### config.mk
export PLATFORM = sky130hd
export DESIGN_NAME = input_loader
export DESIGN_NICKNAME = d
export VERILOG_FILES = /design/src/rtl/input_loader.sv
export SDC_FILE = /design/constraint.sdc
export NUM_CORES = 1
export LEC_CHECK = 0
export ABC_AREA = 0
export CORE_UTILIZATION = 46
export CTS_CLUSTER_DIAMETER = 30
export DETAILED_ROUTE_END_ITERATION = 6
export GPL_TIMING_DRIVEN = 0
export PLACE_DENSITY_LB_ADDON = 0.08
export SLEW_MARGIN = 40
export SYNTH_ARGS = -nofsm -noshare
export SYNTH_HDL_FRONTEND = slang
export SYNTH_SLANG_ARGS = --single-unit
### constraint.sdc
create_clock -name clk -period 1.9 [get_ports clk]
set_clock_uncertainty 0.05 [all_clocks]
set_input_delay 0.38 -clock clk [delete_from_list [all_inputs] [get_ports clk]]
set_output_delay 0.38 -clock clk [all_outputs]
set_load 0.05 [all_outputs]
### src/rtl/input_loader.sv
// Host byte stream to 12-bit buffer refill stage: packs 3 bytes into 2 words per group.
// Optional block checksum on blk_sum when INPUT_LOADER_CKSUM_EN is defined (else tied to 0).
module input_loader #(
  parameter int ADDR_W = 11
) (
  input  logic              clk,
  input  logic              rst_n,
  input  logic              byte_valid,
  input  logic [7:0]        byte_data,
  output logic              byte_ready,
  input  logic              in1_rdy,
  output logic              in1_write,
  output logic [ADDR_W-1:0] addr_in,
  output logic [11:0]       data_in,
  output logic              loading,
  output logic              blk_done,
  output logic [11:0]       blk_sum
);

  typedef enum logic [2:0] {
    FILL_B0,
    FILL_B1,
    FILL_B2,
    DRAIN,
    WAIT_REQ
  } state_t;

  localparam logic [ADDR_W-1:0] LAST_ADDR = '1;

  state_t            r_state;
  logic [ADDR_W-1:0] r_addr;
  logic [7:0]        r_b0;
  logic [3:0]        r_w1_lo;
  logic              r_drain_cnt;
  logic              r_byte_ready;
  logic              r_loading;
  logic              r_in1_write;
  logic              r_blk_done;
  logic [ADDR_W-1:0] r_addr_in;
  logic [11:0]       r_data_in;

  logic              w_xfer;
  logic [11:0]       w_w0;
  logic [11:0]       w_w1;

  assign w_xfer = byte_valid & r_byte_ready;
  assign w_w0   = {byte_data[3:0], r_b0};
  assign w_w1   = {byte_data, r_w1_lo};

  // NOTE: sequential state uses non-blocking assignments so every register samples pre-edge values.
  always_ff @(posedge clk) begin
    if (!rst_n) begin
      r_state      <= FILL_B0;
      r_addr       <= '0;
      r_b0         <= '0;
      r_w1_lo      <= '0;
      r_drain_cnt  <= 1'b0;
      r_byte_ready <= 1'b1;
      r_loading    <= 1'b1;
      r_in1_write  <= 1'b0;
      r_blk_done   <= 1'b0;
      r_addr_in    <= '0;
      r_data_in    <= '0;
    end else begin
      // NOTE: strobes default low each cycle so a stall can never repeat a write.
      r_in1_write <= 1'b0;
      r_blk_done  <= 1'b0;
      unique case (r_state)
        FILL_B0: if (w_xfer) begin
          r_b0    <= byte_data;
          r_state <= FILL_B1;
        end
        FILL_B1: if (w_xfer) begin
          r_w1_lo     <= byte_data[7:4];
          r_in1_write <= 1'b1;
          r_addr_in   <= r_addr;
          r_data_in   <= w_w0;
          r_addr      <= r_addr + ADDR_W'(1);
          r_state     <= FILL_B2;
        end
        FILL_B2: if (w_xfer) begin
          r_in1_write <= 1'b1;
          r_addr_in   <= r_addr;
          r_data_in   <= w_w1;
          if (r_addr == LAST_ADDR) begin
            // Address is held here; it only returns to 0 when a new block is requested.
            r_blk_done   <= 1'b1;
            r_drain_cnt  <= 1'b0;
            r_byte_ready <= 1'b0;
            r_loading    <= 1'b0;
            r_state      <= DRAIN;
          end else begin
            r_addr  <= r_addr + ADDR_W'(1);
            r_state <= FILL_B0;
          end
        end
        DRAIN: begin
          r_drain_cnt <= 1'b1;
          if (r_drain_cnt) r_state <= WAIT_REQ;
        end
        WAIT_REQ: if (in1_rdy) begin
          r_addr       <= '0;
          r_byte_ready <= 1'b1;
          r_loading    <= 1'b1;
          r_state      <= FILL_B0;
        end
        default: begin
          r_byte_ready <= 1'b0;
          r_loading    <= 1'b0;
          r_state      <= WAIT_REQ;
        end
      endcase
    end
  end

  assign byte_ready = r_byte_ready;
  assign loading    = r_loading;
  assign in1_write  = r_in1_write;
  assign addr_in    = r_addr_in;
  assign data_in    = r_data_in;
  assign blk_done   = r_blk_done;

`ifdef INPUT_LOADER_CKSUM_EN
  logic [11:0] r_acc;
  logic [11:0] r_blk_sum;

  always_ff @(posedge clk) begin
    if (!rst_n) begin
      r_acc     <= '0;
      r_blk_sum <= '0;
    end else if (r_state == WAIT_REQ && in1_rdy) begin
      r_acc <= '0;
    end else if (w_xfer && r_state == FILL_B1) begin
      r_acc <= r_acc + w_w0;
    end else if (w_xfer && r_state == FILL_B2) begin
      r_acc <= r_acc + w_w1;
      // Publish together with blk_done, including the final word.
      if (r_addr == LAST_ADDR) r_blk_sum <= r_acc + w_w1;
    end
  end

  assign blk_sum = r_blk_sum;
`else
  assign blk_sum = 12'h000;
`endif

endmodule
---- Word-level counts from Yosys, hierarchy flattened ----
Index checks and enable logic that the tools add are counted.
Widths: inputs -> output; s select.
word-level totals
  output and inout bits ................... 39
  register bits ........................... 53
  input bits .............................. 12
  logic and storage cells ................. 63
cells by class
  mux-type cells .......................... 22
  bitwise gates (word level) .............. 2
  eq/ne operators ......................... 12
  add/subtract/negate cells ............... 1
  reduce and logical (&&, ||, !) cells .... 16
operator list
  kind                   number
  $mux 11                4
  $pmux 11 s3            1
  $mux 12                2
  $pmux 12 s2            1
  $mux 3                 5
  $pmux 3 s5             1
  $ne 2x2->1 const B     7
  $add 11x1->11 const B  1
  $eq 11x11->1 const B   1
  $reduce_and 5->1       2
  $reduce_and 3->1       3
  $reduce_and 2->1       4
  $eq 3x2->1 const B     2
  $mux 1                 5
  $reduce_and 4->1       1
  $reduce_bool 2->1      2
  $eq 3x1->1 const B     1
  $eq 3x3->1 const B     1
  $logic_not 3->1        1
  $pmux 1 s3             1
  $reduce_bool 3->1      1
  $reduce_or 3->1        1
  $mux 2                 1
  $pmux 1 s2             1
  3 further kinds        3

---- Longest topological paths before layout ----
  depth after elaboration ................. 4
  mapped depth ............................ 8
  mapped depth without buffers ............ 5

---- Worst setup path after synthesis ----
No wires, ideal clock.
  path kind ............................... reg2reg
  start point ............................. register loading (netlist name)
  end point ............................... register r_data_in[0], in the netlist data_in[0]
  data arrival time ....................... 1.767 ns
  cell stages (with the launch flop) ...... 6
  slack ................................... -0.002 ns
  cells stage by stage .................... dfxtp_1 nand2_1 nor3_4 buf_2 nor2_1 a211oi_1
RTL lines
  element               RTL line  RTL
  to (signal assigned)  77        r_data_in <= w_w0;
  to (signal assigned)  84        r_data_in <= w_w1;
  to (decl)             40        logic [11:0] r_data_in;

---- Final worst setup path ----
  start point ............................. register r_addr[1]
  end point ............................... register r_addr[1]
between the ends
  word-level cells in the longest chain between the ends .. 4
RTL lines
  element                 RTL line  RTL
  from (decl)             31        logic [ADDR_W-1:0] r_addr;
  from (signal assigned)  78        r_addr <= r_addr + ADDR_W'(1);
  from (signal assigned)  93        r_addr <= r_addr + ADDR_W'(1);
  $add 11x1->11           78, 93
  $mux 11                 85        if (r_addr == LAST_ADDR) begin
  $mux 11                 81        FILL_B2: if (w_xfer) begin
  $pmux 11 s3             68        unique case (r_state)
Parallel ways exist; a longest one is shown, timed or not. The select of a mux whose other input is x is not followed.
A chain may end at the register's enable or synchronous reset.

==> results.cfg <==
[clock_network]
cts_inserted_buffers = 5
h-tree-depth = 2
root_buffer = sky130_fd_sc_hd__clkbuf_8
cts.reportedPaths.clkPinSlew_ns = 0.10
cts_tree = yes
clock_insertion_delay_worst_skew_ns = 0.32
clock_sink_count = 53
clockBufferDepth = 2
post_cts_hold_buffer_count = 0

[sta]
layout_min_cycle_time_ns = 1.857
worst_slew_margin_rel = 0.6365
worst_slew_pin_slew_ns = 0.5452
final_setup_fails = 0
finalMaxSlewViolations = 0
final.period_utilization = 0.9773
finalHoldViolations = 0
fmaxAchievable_mhz = 538.5

[global_routing]
global_route.overflow_total = 0
initial_antenna_violation_count = 0
pin_count_of_the_biggest_net_entering_global_routing = 18
first_global_vias = 1869
grt_first_pass_wirelength_um = 8769
grtUsageTotal = 0.2062

[setup_path]
critPathRequiredTime_ns = 2.10
worstPathArrival_ns = 2.05
worst-path-max-fanout = 8
reg2reg_depth = 7
critPathTopFamily = simple AND/OR/NAND/NOR gates
cp_slowest_cell = sky130_fd_sc_hd__or4b_4
worstReg2RegStart = r_addr[1]
critical_path_class = reg2reg
worstPathBufferInverterCount = 2
number_of_cells_on_the_critical_path = 7
worstPathCellList = ha_4 > and4_1 > buf_6 > and4_4 > buf_6 > or4b_4 > a21oi_2
timing.critical_path.from_type = flip-flop
critical_path.endpoint_type = flip-flop
crit_path_start = r_addr[1]
crit_path_frequent_cell = sky130_fd_sc_hd__buf_6
max_stage_delay_ns = 0.48

[detailed_routing]
drt-pass1-iter-count = 4
routed_wirelength_um = 5848
drtAntennaViolNets = 0
drt-vias-per-instance = 5.295
detail_route.drc_violations = 0
drt-initial-drc-count = 133
routed_wire_length_per_instance_um = 14.26
route.vias.total = 2171

[layout]
num_antenna_cells = 0
fillerInstances = 440
drive_above_1_share = 0.1794
finalCoreUtilization = 0.6280
final_nets = 352
layout-area-overhead-vs-synth_pct = 29.87
seq_area_mm2 = 0.001065
multi_input_area_mm2 = 0.001338

[pwr]
clock_power_share = 0.291
comb_power_share = 0.193
p_sw_uw = 715.6
report.power.total_mw = 2.282
swShare = 0.3136
p_int_mw = 1.566
vdd_drop_max_mv = 0.3333
leakagePower_nw = 1.382
pwr_density_cell_mw_per_mm2 = 702.5
seq_power_share = 0.515

[synthesis]
yosys.area_share.adder = 0.005003
synth_simple_gate_area_share = 0.1986
yosys_register_bits = 53
synthXorXnorAreaFrac = 0.007004
postSynthCellCount = 277
netlist-cell-type-count = 51
yosysWarningCount = 0
synth_edf_count = 0
synth.avg_cell_area_um2 = 9.029
main_combinational_cell_family_by_area_after_synthesis = simple AND/OR/NAND/NOR gates
synth_sequential_area_ratio = 0.4242
synthFlopType = sky130_fd_sc_hd__dfxtp_1
async_flop_share = 0
area_fraction_in_compound_gates_after_synthesis = 0.1711
netlist_area_mm2 = 0.002501
post_synth_mux_area_share = 0.1006

[floorplanning]
io-pin-count = 51
die_x_um = 75.74
core.rowCount = 26
core_region_area_mm2 = 0.005172
dieArea_mm2 = 0.005736
die-height_um = 75.74
initial_core_util = 0.4836

[placement]
detailed_placement_hpwl_um = 4020
place_congestion = 0.8202
io_buffers = 38

[run_status]
result_of_the_run = finished, final reports clean

[hold_path]
min_delay_path_depth = 2
hp-start = addr_in[3]
hold_path.class = reg2reg

[flow_run]
max-cap-violations = 0
cell usage in the layout (no fill, tap or decap), types with 3 or more instances in the layout:
cell,Yosys,routed
sky130_fd_sc_hd__a211oi_1,13,13
sky130_fd_sc_hd__a21oi_1,19,18
sky130_fd_sc_hd__a31oi_1,3,3
sky130_fd_sc_hd__and4_1,3,3
sky130_fd_sc_hd__buf_2,4,3
sky130_fd_sc_hd__buf_4,14,21
sky130_fd_sc_hd__buf_6,4,4
sky130_fd_sc_hd__clkbuf_1,12,8
sky130_fd_sc_hd__clkbuf_2,0,4
sky130_fd_sc_hd__clkbuf_8,0,5
sky130_fd_sc_hd__clkdlybuf4s50_1,0,12
sky130_fd_sc_hd__conb_1,1,12
sky130_fd_sc_hd__dfxtp_1,53,50
sky130_fd_sc_hd__dfxtp_2,0,3
sky130_fd_sc_hd__dlygate4sd2_1,0,17
sky130_fd_sc_hd__dlymetal6s2s_1,0,9
sky130_fd_sc_hd__mux2i_1,24,24
sky130_fd_sc_hd__nand2_1,31,29
sky130_fd_sc_hd__nand3_1,4,4
sky130_fd_sc_hd__nand4_1,3,3
sky130_fd_sc_hd__nor2_1,28,28
sky130_fd_sc_hd__o21ai_0,7,7
sky130_fd_sc_hd__o311ai_1,0,4
sky130_fd_sc_hd__o31ai_1,5,5
flip-flops by register name, indices dropped and copies added, names as in the netlist:
| signal | flops |
|---|---|
| r_state | 3 |
| addr_in | 11 |
| r_b0 | 8 |
| r_addr | 11 |
| blk_done | 1 |
| loading | 1 |
| data_in | 12 |
| r_w1_lo | 4 |
| in1_write | 1 |
| r_drain_cnt | 1 |
final timing paths:
check             slack [ns]    endpoint
setup / recovery        0.04   r_addr[1]
hold / removal          0.41  addr_in[3]
setup reg to reg        0.04   r_addr[1]
hold reg to reg         0.41  addr_in[3]
area by class of cell:
type                       count  share of cell area
buffer                        36             0.07203
sequential                    53              0.3278
timing repair buffer          44              0.1314
inverter                       2            0.002311
multi-input combinational    197              0.4118
clock inverter                 3            0.006549
tap                           70             0.02696
clock buffer                   5             0.02119
synth_stat cells (all sizes together), types with 2 or more instances:
| master | n | share of area |
|---|---|---|
| o311ai | 7 | 0.025 |
| nor2 | 28 | 0.042 |
| nor4bb | 2 | 0.0080 |
| a211oi | 13 | 0.039 |
| o211ai | 2 | 0.0060 |
| clkbuf | 12 | 0.018 |
| nand2 | 31 | 0.047 |
| o21ai | 7 | 0.014 |
| nor4 | 2 | 0.0075 |
| a31oi | 3 | 0.0075 |
| and3b | 3 | 0.011 |
| nand4 | 3 | 0.0075 |
| and4 | 4 | 0.015 |
| buf | 24 | 0.071 |
| nand2b | 2 | 0.0050 |
| nand3 | 4 | 0.0080 |
| mux2i | 24 | 0.096 |
| a21oi | 19 | 0.038 |
| o21a | 2 | 0.0060 |
| and2 | 2 | 0.0050 |
| nand4b | 2 | 0.0070 |
| nor3b | 3 | 0.011 |
| o31ai | 5 | 0.015 |
| dfxtp | 53 | 0.42 |
power groups by stage:
| stage | Clock [mW] | Combinational (mW) | Sequential [mW] |
|---|---|---|---|
| floorplan | 0 | 0.236 | 1.28 |
| global placement | 0 | 0.425 | 1.20 |
| detailed placement | 0 | 0.428 | 1.20 |
| CTS | 0.678 | 0.425 | 1.18 |
| global route | 0.714 | 0.476 | 1.18 |
| finish | 0.665 | 0.441 | 1.18 |
timing repair:
action / CTS / global route
gates resized for setup: 29 / 31
pin swaps: 4 / 6
setup buffers: 2 / 4
endpoints found under the setup margin: 39 / 50
layer usage:
metal,track usage,share of wire,routed length [um]
met5,0,0,0
met4,0.07407,0.014,84
met2,0.3313,0.48,2808
met1,0.2735,0.47,2720
met3,0.04497,0.040,235
worst reg2reg max path, stage by stage (launching register included):
cell and delay, ns:
sky130_fd_sc_hd__dfxtp_2 0.35, sky130_fd_sc_hd__ha_4 0.16, sky130_fd_sc_hd__and4_1 0.20, sky130_fd_sc_hd__buf_6 0.13
sky130_fd_sc_hd__and4_4 0.14, sky130_fd_sc_hd__buf_6 0.13, sky130_fd_sc_hd__or4b_4 0.48, sky130_fd_sc_hd__a21oi_2 0.14
stage by stage:
| stage | setup slack (ns) | instances | setup TNS (ns) | cell area, um^2 | hold WS (ns) |
|---|---|---|---|---|---|
| 2_1_floorplan | 0.005437 | 288 | 0 | 2544 | 0.3914 |
| 3_3_place_gp | -0.4221 | 396 | -12.33 | 3012 | 0.3919 |
| 3_5_place_dp | -0.4143 | 396 | -12.55 | 3012 | 0.3965 |
| 4_1_cts | -0.007911 | 406 | -0.007911 | 3119 | 0.4106 |
| 5_1_grt | -0.01340 | 410 | -0.01525 | 3248 | 0.4254 |
| 6_report | 0.04316 | 410 | 0 | 3248 | 0.4056 |
cells by family after synthesis:
logic type      count (synthesis)
compound gates                 64
xor+xnor                        2
fa+ha+maj                       1
buf+inv                        38
flops                          53
mux                            25
other cells                     1
simple gates                   93
(Power assumes the default switching activity.)
